File: config.mk
export PLATFORM = sky130hd
export DESIGN_NAME = dir_cmd_gen
export DESIGN_NICKNAME = d
export VERILOG_FILES = /design/src/rtl/dir_cmd_pkg.sv /design/src/rtl/dir_cmd_gen_debounce.sv /design/src/rtl/dir_cmd_gen.sv
export SDC_FILE = /design/constraint.sdc
export NUM_CORES = 1
export LEC_CHECK = 0
export ABC_AREA = 1
export BUFFER_PORTS_ARGS = -buffer_cell sky130_fd_sc_hd__buf_2
export CAP_MARGIN = 15
export CELL_PAD_IN_SITES_DETAIL_PLACEMENT = 0
export CELL_PAD_IN_SITES_GLOBAL_PLACEMENT = 1
export CORE_MARGIN = 2
export CORE_UTILIZATION = 40
export CTS_CLUSTER_SIZE = 8
export DETAILED_ROUTE_END_ITERATION = 10
export PLACE_DENSITY = 0.65
export SKIP_LAST_GASP = 1
export SYNTH_ARGS = -nofsm -noshare
export SYNTH_HDL_FRONTEND = slang
export SYNTH_SLANG_ARGS = --single-unit
File: constraint.sdc
create_clock -name clk -period 3 [get_ports clk]
set_clock_uncertainty 0.2 [all_clocks]
set_input_delay 0.9 -clock clk [delete_from_list [all_inputs] [get_ports clk]]
set_output_delay 0.9 -clock clk [all_outputs]
set_load 0.01 [all_outputs]
File: src/rtl/dir_cmd_pkg.sv
// Shared types and constants for the direction command generator:
// FSM state encoding, strobe-vector bit positions and default timing.
package dir_cmd_pkg;

   typedef enum logic [1:0] {
      IDLE   = 2'd0,
      DELAY  = 2'd1,
      REPEAT = 2'd2
   } state_t;

   localparam int DIR_UP    = 3;
   localparam int DIR_DOWN  = 2;
   localparam int DIR_LEFT  = 1;
   localparam int DIR_RIGHT = 0;

   localparam int DEF_DEBOUNCE_CYCLES = 500000;
   localparam int DEF_REPEAT_DELAY    = 30000000;
   localparam int DEF_MOVE_PERIOD     = 1000000;
   localparam int DEF_TMR_W           = 25;

   // Opposing presses on an axis cancel that axis.
   function automatic logic [3:0] resolve_cancel(input logic [3:0] deb);
      logic [3:0] vec;
      vec[DIR_UP]    = deb[DIR_UP]    & ~deb[DIR_DOWN];
      vec[DIR_DOWN]  = deb[DIR_DOWN]  & ~deb[DIR_UP];
      vec[DIR_LEFT]  = deb[DIR_LEFT]  & ~deb[DIR_RIGHT];
      vec[DIR_RIGHT] = deb[DIR_RIGHT] & ~deb[DIR_LEFT];
      return vec;
   endfunction

endpackage

File: src/rtl/dir_cmd_gen_debounce.sv
// One button: 2-FF synchroniser followed by a stability counter that
// accepts a new level only after DEBOUNCE_CYCLES consecutive differing samples.
module btn_debounce
   import dir_cmd_pkg::*;
#(
   parameter int DEBOUNCE_CYCLES = DEF_DEBOUNCE_CYCLES
) (
   input  logic clk,
   input  logic rst_n,
   input  logic i_btn,
   output logic o_deb
);

   localparam int CW = $clog2(DEBOUNCE_CYCLES);

   logic [1:0]    r_sync;
   logic [CW-1:0] r_cnt;
   logic          r_deb;

   // Synchronise, then count consecutive cycles where the level differs from the accepted one.
   always_ff @(posedge clk or negedge rst_n) begin
      if (!rst_n) begin
         r_sync <= 2'b00;
         r_cnt  <= '0;
         r_deb  <= 1'b0;
      end else begin
         r_sync <= {r_sync[0], i_btn};
         if (r_sync[1] == r_deb) begin
            r_cnt <= '0;
         end else if (r_cnt == CW'(DEBOUNCE_CYCLES - 1)) begin
            r_deb <= r_sync[1];
            r_cnt <= '0;
         end else begin
            r_cnt <= r_cnt + CW'(1);
         end
      end
   end

   assign o_deb = r_deb;

endmodule

File: src/rtl/dir_cmd_gen.sv
// Pushbutton front end: debounce, opposition resolve, auto-repeat move strobes.
// Optional build macro DIR_CMD_LAST_WINS_EN: last-pressed button of a pair wins.
module dir_cmd_gen
   import dir_cmd_pkg::*;
#(
   parameter int DEBOUNCE_CYCLES = DEF_DEBOUNCE_CYCLES,
   parameter int REPEAT_DELAY    = DEF_REPEAT_DELAY,
   parameter int MOVE_PERIOD     = DEF_MOVE_PERIOD,
   parameter int TMR_W           = DEF_TMR_W
) (
   input  logic       clk,
   input  logic       rst_n,
   input  logic       btn_up,
   input  logic       btn_down,
   input  logic       btn_left,
   input  logic       btn_right,
   output logic       up,
   output logic       down,
   output logic       left,
   output logic       right,
   output logic [3:0] held,
   output logic       active
);

   logic [3:0]       w_btn;
   logic [3:0]       w_deb;
   logic [3:0]       w_vec;
   logic [3:0]       r_vec;
   state_t           r_state, w_state_nx;
   logic [TMR_W-1:0] r_tmr, w_tmr_nx;
   logic [3:0]       r_cur, w_cur_nx;
   logic [3:0]       r_strobe, w_strobe_nx;
   logic             r_active;

   assign w_btn = {btn_up, btn_down, btn_left, btn_right};

   for (genvar g = 0; g < 4; g++) begin : g_deb
      btn_debounce #(.DEBOUNCE_CYCLES(DEBOUNCE_CYCLES)) u_deb (
         .clk   (clk),
         .rst_n (rst_n),
         .i_btn (w_btn[g]),
         .o_deb (w_deb[g])
      );
   end

   assign held = w_deb;

`ifdef DIR_CMD_LAST_WINS_EN
   logic [3:0] r_deb_d;
   logic       r_last_ud, r_last_lr;
   logic [3:0] w_rise;
   logic       w_last_ud, w_last_lr;

   // A rise this cycle takes effect immediately so the vector is not a cycle stale.
   assign w_rise    = w_deb & ~r_deb_d;
   assign w_last_ud = w_rise[DIR_UP]   ? 1'b1 : (w_rise[DIR_DOWN]  ? 1'b0 : r_last_ud);
   assign w_last_lr = w_rise[DIR_LEFT] ? 1'b1 : (w_rise[DIR_RIGHT] ? 1'b0 : r_last_lr);

   assign w_vec[DIR_UP]    = w_deb[DIR_UP]    & (~w_deb[DIR_DOWN]  |  w_last_ud);
   assign w_vec[DIR_DOWN]  = w_deb[DIR_DOWN]  & (~w_deb[DIR_UP]    | ~w_last_ud);
   assign w_vec[DIR_LEFT]  = w_deb[DIR_LEFT]  & (~w_deb[DIR_RIGHT] |  w_last_lr);
   assign w_vec[DIR_RIGHT] = w_deb[DIR_RIGHT] & (~w_deb[DIR_LEFT]  | ~w_last_lr);

   // Remember which button of each axis was most recently accepted as pressed.
   always_ff @(posedge clk or negedge rst_n) begin
      if (!rst_n) begin
         r_deb_d   <= 4'b0000;
         r_last_ud <= 1'b1;
         r_last_lr <= 1'b1;
      end else begin
         r_deb_d   <= w_deb;
         r_last_ud <= w_last_ud;
         r_last_lr <= w_last_lr;
      end
   end
`else
   assign w_vec = resolve_cancel(w_deb);
`endif

   // Next-state and strobe decode; r_cur is the vector last strobed, used to spot direction changes.
   always_comb begin
      w_state_nx  = r_state;
      w_tmr_nx    = r_tmr;
      w_cur_nx    = r_cur;
      w_strobe_nx = 4'b0000;
      case (r_state)
         IDLE: begin
            if (r_vec != 4'b0000) begin
               w_strobe_nx = r_vec;
               w_cur_nx    = r_vec;
               w_tmr_nx    = TMR_W'(REPEAT_DELAY - 1);
               w_state_nx  = DELAY;
            end else begin
               w_tmr_nx = TMR_W'(0);
               w_cur_nx = 4'b0000;
            end
         end
         DELAY, REPEAT: begin
            if (r_vec == 4'b0000) begin
               w_state_nx = IDLE;
               w_tmr_nx   = TMR_W'(0);
               w_cur_nx   = 4'b0000;
            end else if (r_vec != r_cur) begin
               w_strobe_nx = r_vec;
               w_cur_nx    = r_vec;
               w_tmr_nx    = TMR_W'(REPEAT_DELAY - 1);
               w_state_nx  = DELAY;
            end else if (r_tmr == TMR_W'(0)) begin
               w_strobe_nx = r_vec;
               w_tmr_nx    = TMR_W'(MOVE_PERIOD - 1);
               w_state_nx  = REPEAT;
            end else begin
               w_tmr_nx = r_tmr - TMR_W'(1);
            end
         end
         default: begin
            w_state_nx = IDLE;
            w_tmr_nx   = TMR_W'(0);
            w_cur_nx   = 4'b0000;
         end
      endcase
   end

   // Pipeline register for the resolved vector plus FSM state and registered outputs.
   always_ff @(posedge clk or negedge rst_n) begin
      if (!rst_n) begin
         r_vec    <= 4'b0000;
         r_state  <= IDLE;
         r_tmr    <= TMR_W'(0);
         r_cur    <= 4'b0000;
         r_strobe <= 4'b0000;
         r_active <= 1'b0;
      end else begin
         r_vec    <= w_vec;
         r_state  <= w_state_nx;
         r_tmr    <= w_tmr_nx;
         r_cur    <= w_cur_nx;
         r_strobe <= w_strobe_nx;
         r_active <= (w_state_nx != IDLE);
      end
   end

   assign up     = r_strobe[DIR_UP];
   assign down   = r_strobe[DIR_DOWN];
   assign left   = r_strobe[DIR_LEFT];
   assign right  = r_strobe[DIR_RIGHT];
   assign active = r_active;

endmodule

==> results of run 1 <==
-- area by class of cell --
cell class              instances  area share, %
inverters                     128           5.98
clock inverters                14           2.65
well taps                     225           3.50
clock buffers                  18           5.46
multi-input cells             650           41.1
flip-flops and latches        128           39.9
repair buffers                 16           1.45
-- cell usage in the layout (no fill, tap or decap), types with 13 or more instances in the layout --
master	instances
nand2_1	174
dfrtp_1	128
buf_2	13
nand4_1	40
clkbuf_16	17
nand2_2	13
o21ai_0	24
xor2_1	38
nand3_1	57
nor3_1	35
inv_1	120
nor2_1	175
-- worst min-delay path by stage --
stage	start	end	slack, ns	cells after the start
after floorplan	g_deb[0].u_deb.r_sync[0]$_DFF_PN0_	g_deb[0].u_deb.r_sync[1]$_DFF_PN0_	0.13	0
after global placement	g_deb[3].u_deb.r_sync[0]$_DFF_PN0_	g_deb[3].u_deb.r_sync[1]$_DFF_PN0_	0.13	0
after detailed placement	g_deb[0].u_deb.r_sync[0]$_DFF_PN0_	g_deb[0].u_deb.r_sync[1]$_DFF_PN0_	0.14	0
after CTS	rst_n	g_deb[2].u_deb.r_cnt[8]$_DFF_PN0_	0.04	1
after global routing	rst_n	g_deb[2].u_deb.r_cnt[8]$_DFF_PN0_	0.03	1
final	rst_n	g_deb[2].u_deb.r_cnt[8]$_DFF_PN0_	0.06	1
-- state kept, by name (all words and copies together) (netlist names) --
register	cells
r_state	2
r_tmr	25
r_vec	4
active	1
g_deb.u_deb.r_cnt	76
g_deb.u_deb.o_deb	4
r_strobe	4
g_deb.u_deb.r_sync	8
r_cur	4
-- per-stage QoR --
stage	setup WS, ns	hold WS, ns
finish	0.838	0.0567
global route	0.690	0.0346
CTS	0.815	0.0377
detailed placement	0.896	0.137
global placement	0.960	0.133
floorplan	1.34	0.131
-- cell families after synthesis --
| logic type | count (synthesis) |
|---|---|
| flip-flops | 128 |
| buffers and inverters | 134 |
| adder cells (fa/ha/maj) | 8 |
| AO/OA/AOI/OAI | 57 |
| XOR/XNOR | 47 |
| AND/OR/NAND/NOR | 538 |
-- metal layers --
layer | wire [um] | vias to the layer above | part of all wire [%] | GRT usage, %
met5 | 0 | - | 0 | 0
met4 | 195 | 0 | 1.2 | 6.89
met3 | 535 | 21 | 3.4 | 3.93
met2 | 7240 | 105 | 46 | 29.6
met1 | 7850 | 2771 | 50 | 25.6
li1 | - | 2968 | - | -
-- power by group through the flow --
stage	logic (mW)	clock network, mW	registers [mW]
final	0.0985	2.28	1.76
after global routing	0.117	2.44	1.76
after CTS	0.104	2.34	1.76
after detailed placement	0.103	0	1.79
after global placement	0.101	0	1.79
after floorplan	0.0428	0	1.79
==> run metrics, run 1 <==
port bufs 14; Int Power ~3.3 mW; diode count 0; RSZ-0062 raised after global routing false; # fillers roughly 1,700; syn nets 926; Worst setup SP type flip-flop; Tmin final 2.16 ns; sequential share of the synthesized area 45.6%; Die H between 100 and 150 um; Sw Share 21.2%; FF-to-FF setup slack 0.88 ns; die area 0.0186 sq mm; initial antenna violation count 0; number of remaining DRC errors 0; area of the multi-input gates 0.00330 sq mm; Post-CTS Setup Bufs 0; post-synth top area share 45.6%; via count 5,865; nets@finish 955; drt pass-1 iters 5; relative slew slack 55.6%; hold_buf cts 0; PostCTS Resize Cnt 0; number of synthesis warnings 0; CP top delay family flip-flops; total power just over 4 mW; Netlist cell types 37; Pwr Density 515 mW/mm^2; largest family of logic cells by synthesized area simple AND/OR/NAND/NOR gates; Psw 0.876 mW; fraction of registers with async set/reset 100%; dpl cells roughly 1,100; GP Congestion 0.875; Worst EP arrival 1.06 ns; VDD IR max 0.389 mV; share of cells above drive strength 1 10.2%; leak pwr 3.84 nW; max frequency 463 MHz; HP Class input port to asynchronous set/reset pin; Slowest cell on crit path dfrtp_1; max-slew violation count 0; number of cells on the critical path 1; Core ar. 0.0172 sq mm; Placement Rows 48; Clock Power Share 55.1%; post-synthesis mux area share 0%; Comb power frac 2.4%; crit path from g_deb[0].u_deb.o_deb$_DFFE_PN0P_; Post-synth EDFFs 0; Synth Area in Simple Gates 35.3%; top post-synthesis cells by area dfrtp_1 (46%), nor2_1 (9.3%), nand2_1 (9.3%), inv_1 (6.4%), xor2_1 (4.7%); final hold vios 0; # IOs 15; Mean Syn Cell Area between 7 and 8 sq um; FF-to-FF End r_tmr[11]$_DFF_PN0_; WP data required 1.90 ns; routed vias/inst 4.97; largest net degree at the start of global routing a little over 80; CP Capture Type output port; setup TNS 0 ns; Antenna Nets Post-Route 0; vias in the first global route 5,792; dpl cell area 0.00739 sq mm; Seq. cell area 0.00320 sq mm; XOR/XNOR share of the synthesized area 5.86%; CTS root buf clkbuf_16; outcome completed; crit share post-route 72.1%; Yosys reg bits 128; Crit Path Max Fanout 5; final non-filler cell area approximately 0.008 sq mm; final wirelength around 16,000 um; crit-path cells buf_2; worst setup path class flip-flop to output port; dpl hpwl 11,600 um; Worst-Skew Late Latency 0.42 ns; Worst-Margin Slew roughly 0.66 ns; Commonest cells post-synth nor2_1 (175), nand2_1 (174), dfrtp_1 (128), inv_1 (120), nand3_1 (57); Post-synth top flop dfrtp_1; die width 137 um; crit-path max cell delay 0.46 ns; max_cap viols 0; htree depth 4; clock transition at the registers of the reported paths 0.06 ns; Buf+Inv Stages, Crit Path 1; Layout area overhead 14.4%; Final setup viols 0; count leader, synth nor2_1; initial drt markers between 400 and 500; Final Util 46.6%; Initial Util slightly above 40%; first-pass GRT wire length about 28,000 um; clock tree sinks 128; worst r2r src r_state[0]$_DFF_PN0_; Post-Layout Cell Count 1,179; Num CTS Buffers 17; FF-to-FF path depth 8; synthesized area 0.00703 sq mm; GRT Overall Usage 18.8%; leading area contributor after synthesis dfrtp_1; Routed WL per cell 13.4 um; register share of total power 42.5%; Synth Area in Adders 1.42%; deepest clock path buffer count 2; crit path capture held[0]; Compound-Gate Fraction of Synth Area 4.49%; Mapped Cells 912; CTS tree done; Remaining Overflow, GRT 0
Note: power is estimated with default switching activity, not from simulation.
==> run 2, diff against run 1 <==
- clock period: 3 -> 2.2 ns (I/O delays scaled with it)
==> run 2 against run 1 <==
Hold slack improved by 0.089 ns. Final area is 0.20% higher. Global-route usage decreased by 0.38 points. Setup slack got worse by 0.55 ns. Via count grew 0.20%. Flip-flop and latch count stayed put. Critical endpoint is now held[1]. Largest cell class unchanged.
==> run metrics, run 2 (synthesis results as in run 1) <==
outcome completed; diode count 0 (unchanged); crit-path cells buf_2; via count 5,877 (+0.20%); Antenna Nets Post-Route 0 (unchanged); HP Class flip-flop to flip-flop; Routed WL per cell 13.5 um (+0.64%); Layout area overhead 14.6%; clock tree sinks 128 (unchanged); die area 0.0186 sq mm (unchanged); Post-CTS Setup Bufs 0 (unchanged); CP top delay family flip-flops; max_cap viols 0 (unchanged); nets@finish 960 (+0.52%); commonest non-fill, non-tap cells in the layout nor2_1 (175), nand2_1 (174), dfrtp_1 (128); register share of total power 43.3% (+0.8 points); Biggest register g_deb.u_deb.r_cnt; routed vias/inst 4.96 (-0.22%); initial antenna violation count 0 (unchanged); Psw 1.19 mW (+36%); top flop regs g_deb.u_deb.r_cnt (76), r_tmr (25), g_deb.u_deb.r_sync (8); Die H 137 um (unchanged); Sw Share 21.5% (+0.35 points); Worst setup SP type flip-flop; number of remaining DRC errors 0 (unchanged); max reg flops 76 (unchanged); Buf+Inv Stages, Crit Path 1 (unchanged); FF-to-FF End g_deb[3].u_deb.r_cnt[9]$_DFF_PN0_; RSZ-0062 raised after global routing false; # fillers 1,690 (-0.12%); Int Power 4.35 mW (+33%); Comb power frac 2.5% (about the same); setup TNS 0 ns (unchanged); Pwr Density 688 mW/mm^2 (+33%); Tmin final 1.91 ns; clock transition at the registers of the reported paths 0.06 ns (about the same); FF-to-FF setup slack 0.30 ns (-0.58 ns); CP Capture Type output port; leak pwr 3.86 nW (+0.49%); deepest clock path buffer count 2 (unchanged); Worst EP arrival 1.05 ns (about the same); share of cells above drive strength 1 10.4% (+0.26 points); Worst-Margin Slew 0.445 ns (-0.220 ns); WP data required 1.34 ns (-0.56 ns); crit share post-route 86.7%; port bufs 14 (unchanged); crit-path max cell delay 0.46 ns (about the same); relative slew slack 70.1% (+14 points); dpl hpwl 11,900 um (+2.9%); final wirelength 16,000 um (+1.1%); die width 137 um (unchanged); vias in the first global route 5,648 (-2.5%); max-slew violation count 0 (unchanged); VDD IR max 0.557 mV (+43%); crit path from g_deb[1].u_deb.o_deb$_DFFE_PN0P_; Core ar. 0.0172 sq mm (unchanged); Initial Util 40.8% (unchanged); initial drt markers 390 (-11%); commonest non-fill, non-tap cell in the layout nor2_1; FF-to-FF path depth 8 (unchanged); Crit Path Max Fanout 5 (unchanged); largest net degree at the start of global routing 46 (-43%); final setup margin 0.292 ns (-0.546 ns); CTS tree done; final hold vios 0 (unchanged); Remaining Overflow, GRT 0 (unchanged); crit path capture held[1]; first-pass GRT wire length 27,200 um (-2.3%); # IOs 15 (unchanged); PostCTS Resize Cnt 0 (unchanged); GRT Overall Usage 18.5% (-0.38 points); worst r2r src g_deb[3].u_deb.r_cnt[0]$_DFF_PN0_; Final setup viols 0 (unchanged); drt pass-1 iters 5 (unchanged); CTS root buf clkbuf_16; GP Congestion 0.846 (-3.4%); Num CTS Buffers 17 (unchanged); pre-CTS setup slack 0.302 ns (-0.594 ns); Placement Rows 48 (unchanged); Worst-Skew Late Latency 0.42 ns (about the same); max frequency 524 MHz; Slowest cell on crit path dfrtp_1; number of cells on the critical path 1 (unchanged); htree depth 4 (unchanged); worst setup path class flip-flop to output port; Clock Power Share 54.2% (-0.9 points)
## run 2: changes by cell type in the layout (fill, tap and decap cells not counted), sizes merged
cell / previous run / this run
dlygate4sd3: 0 / 1
bufinv: 5 / 4
clkinvlp: 4 / 2
buf: 16 / 20
clkbuf: 18 / 19
clkinv: 6 / 7
inv: 127 / 128
## run 2: final cells by class
| cell class | instances | area (sq um) | share of cell area, % |
|---|---|---|---|
| Tap cell | 225 | 282 | 3.50 |
| Timing Repair Buffer | 21 | 156 | 1.94 |
| Multi-Input combinational cell | 650 | 3300 | 41.0 |
| Clock buffer | 19 | 443 | 5.50 |
| Sequential cell | 128 | 3200 | 39.8 |
| Inverter | 128 | 480 | 5.97 |
| Clock inverter | 13 | 185 | 2.30 |
## run 2: routing by layer
layer  up-vias  GRT usage, %  wire, um
met3        24          4.11       509
met2       116          29.2      7340
met5         -             0         0
li1       2985             -         -
met1      2752          25.1      7910
met4         0          6.13       223
## run 2: power by group through the flow
stage	Combinational, mW	Sequential (mW)	Clock [mW]
final	0.137	2.40	3.00
after global routing	0.161	2.40	3.18
after CTS	0.144	2.40	3.08
after detailed placement	0.142	2.44	0
after global placement	0.141	2.44	0
after floorplan	0.0584	2.44	0
## run 2: what timing repair did
item                                   in CTS  in global routing
endpoints found under the hold margin      25                  0
setup endpoints to repair                   0                  0
hold buffers                                1                  0
## run 2: worst min path at each step
stage                                             from                                  to  slack [ns]  cells after the start
finish              g_deb[2].u_deb.r_sync[0]$_DFF_PN0_  g_deb[2].u_deb.r_sync[1]$_DFF_PN0_        0.15                      0
global route                                  btn_left  g_deb[1].u_deb.r_sync[0]$_DFF_PN0_        0.12                      1
CTS                                           btn_left  g_deb[1].u_deb.r_sync[0]$_DFF_PN0_        0.13                      1
detailed placement  g_deb[2].u_deb.r_sync[0]$_DFF_PN0_  g_deb[2].u_deb.r_sync[1]$_DFF_PN0_        0.14                      0
global placement    g_deb[2].u_deb.r_sync[0]$_DFF_PN0_  g_deb[2].u_deb.r_sync[1]$_DFF_PN0_        0.13                      0
floorplan           g_deb[0].u_deb.r_sync[0]$_DFF_PN0_  g_deb[0].u_deb.r_sync[1]$_DFF_PN0_        0.13                      0
## run 2: through the flow
step	power (mW)	instance area (sq um)	instances	utilization, %	hold slack (ns)
finish	5.54	8050	1184	46.7	0.146
global route	5.74	8050	1184	46.7	0.122
CTS	5.62	8050	1184	46.7	0.130
detailed placement	2.58	7420	1151	43.0	0.136
global placement	2.58	7420	1151	43.0	0.133
floorplan	2.50	7030	912	-	0.131
==> run 3, diff against run 2 <==
==> constraint.sdc (replaced) <==
create_clock -name clk -period 2.2 [get_ports clk]
set_clock_uncertainty 0.2 [all_clocks]
set_input_delay 0.44 -clock clk [delete_from_list [all_inputs] [get_ports clk]]
set_output_delay 0.44 -clock clk [all_outputs]
set_load 0.01 [all_outputs]
==> run 3 against run 2 <==
Die area unchanged. Flip-flop and latch count unchanged. Sequential share of layout area increased by 0.22 points. Register-to-register slack got worse by 0.04 ns. Routed wire length increased by 0.41%. Critical endpoint is now g_deb[3].u_deb.r_cnt[9]$_DFF_PN0_.
==> run metrics, run 3 (synthesis results as in run 1) <==
drt pass-1 iters 5 (unchanged); clock transition at the registers of the reported paths 0.06 ns (about the same); leak pwr 3.83 nW (-0.84%); WP data required 2.29 ns (+0.95 ns); diode count 0 (unchanged); commonest non-fill, non-tap cell in the layout nor2_1; initial drt markers 317 (-19%); die area 0.0186 sq mm (unchanged); commonest non-fill, non-tap cells in the layout nor2_1 (175), nand2_1 (174), dfrtp_1 (128); Num CTS Buffers 17 (unchanged); outcome completed; Routed WL per cell 13.5 um (about the same); Initial Util 40.8% (unchanged); max frequency 516 MHz (-1.6%); Remaining Overflow, GRT 0 (unchanged); Crit Path Max Fanout 8 (+3); PostCTS Resize Cnt 0 (unchanged); relative slew slack 65.9% (-4.2 points); CTS tree done; max_cap viols 0 (unchanged); RSZ-0062 raised after global routing false; largest net degree at the start of global routing 48 (+4.3%); routed vias/inst 4.86 (-2.1%); die width 137 um (unchanged); final wirelength 16,100 um (+0.41%); # IOs 15 (unchanged); max reg flops 76 (unchanged); Die H 137 um (unchanged); initial antenna violation count 0 (unchanged); Antenna Nets Post-Route 0 (unchanged); via count 5,771 (-1.8%); port bufs 14 (unchanged); VDD IR max 0.526 mV (-5.6%); Worst Hold Slack 0.150 ns (+0.00426 ns); Worst setup SP type flip-flop; Layout area overhead 14.0%; htree depth 4 (unchanged); clock tree sinks 128 (unchanged); number of remaining DRC errors 0 (unchanged); deepest clock path buffer count 2 (unchanged); CP Capture Type flip-flop; worst setup path class flip-flop to flip-flop; GP Congestion 0.881 (+4.1%); vias in the first global route 5,672 (+0.42%); pre-CTS setup slack 0.264 ns (-0.0388 ns); first-pass GRT wire length 27,600 um (+1.5%); Worst EP arrival 2.03 ns (+0.98 ns); Core ar. 0.0172 sq mm (unchanged); setup TNS 0 ns (unchanged); # fillers 1,722 (+1.9%); Biggest register g_deb.u_deb.r_cnt; crit share post-route 88.1% (+1.4 points); dpl hpwl 12,000 um (+1.0%); share of cells above drive strength 1 10.4% (-0.043 points); final hold vios 0 (unchanged); max-slew violation count 0 (unchanged); HP Class flip-flop to flip-flop; GRT Overall Usage 18.7% (+0.26 points); Worst-Skew Late Latency 0.42 ns (about the same); nets@finish 964 (+0.42%); Pwr Density 640 mW/mm^2 (-7.0%); final setup margin 0.261 ns (-0.0311 ns); Tmin final 1.94 ns (+0.0311 ns); Placement Rows 48 (unchanged); CTS root buf clkbuf_16; Final setup viols 0 (unchanged); Worst-Margin Slew 0.507 ns (+0.0618 ns); top flop regs g_deb.u_deb.r_cnt (76), r_tmr (25), g_deb.u_deb.r_sync (8)
## run 3: cell count changes in the layout (fill, tap and decap cells not counted), sizes merged
cell	delta
bufinv	-4
dlygate4sd3	+4
clkinvlp	+3
clkbuf	+1
clkinv	+1
inv	-1
## run 3: area by class of cell
type	instances	area, sq um	share of cell area [%]
inverter	128	480	6.00
clock inverter	12	87.6	1.09
tap	225	282	3.51
clock buffer	20	457	5.70
timing repair buffer	25	196	2.45
multi-input combinational	650	3300	41.3
sequential	128	3200	40.0
## run 3: final timing paths
check                                                   start                            endpoint  slack, ns  cells past startpoint
max reg2reg                 g_deb[3].u_deb.r_cnt[0]$_DFF_PN0_   g_deb[3].u_deb.r_cnt[9]$_DFF_PN0_       0.26                      8
max in group asynchronous                               rst_n   g_deb[3].u_deb.r_cnt[8]$_DFF_PN0_       0.86                      3
min reg2reg                g_deb[0].u_deb.r_sync[0]$_DFF_PN0_  g_deb[0].u_deb.r_sync[1]$_DFF_PN0_       0.15                      0
max                         g_deb[3].u_deb.r_cnt[0]$_DFF_PN0_   g_deb[3].u_deb.r_cnt[9]$_DFF_PN0_       0.26                      8
min                        g_deb[0].u_deb.r_sync[0]$_DFF_PN0_  g_deb[0].u_deb.r_sync[1]$_DFF_PN0_       0.15                      0
min in group asynchronous                               rst_n   g_deb[2].u_deb.r_cnt[7]$_DFF_PN0_       0.32                      2
## run 3: stage by stage
step / cells / util (%) / power (mW) / area, sq um
after detailed placement: 1151 / 43.0 / 2.59 / 7420
after CTS: 1188 / 46.5 / 5.20 / 8010
after global routing: 1188 / 46.5 / 5.33 / 8010
final: 1188 / 46.5 / 5.13 / 8010
after global placement: 1151 / 43.0 / 2.58 / 7420
after floorplan: 912 / - / 2.50 / 7030
## run 3: critical path, stage by stage (launching register included)
cell     delay, ns
dfrtp_1       0.37
ha_1          0.28
nand3_2       0.12
inv_1         0.11
nand2_1       0.12
nor3_1        0.16
nand3_1       0.18
nand2_2       0.21
nor3b_1       0.07
## run 3: routing by layer
layer | part of all wire [%] | routed length, um | GRT usage, %
met1 | 51 | 8110 | 26.2
met2 | 46 | 7320 | 29.6
met3 | 3.1 | 494 | 3.96
met4 | 0.80 | 129 | 4.86
met5 | 0 | 0 | 0
## run 3: what timing repair did
item | in CTS | in global routing
setup buffers | 0 | 0
hold endpoints to repair | 47 | 0
endpoints found under the setup margin | 0 | 0
hold buffers | 5 | 0
## run 3: power by group
part / leakage [nW] / switching (mW) / internal [mW]
registers: 1.76 / 0.0200 / 2.38
clock network: 0.254 / 1.08 / 1.50
logic: 1.82 / 0.102 / 0.0426
total: 3.83 / 1.20 / 3.92
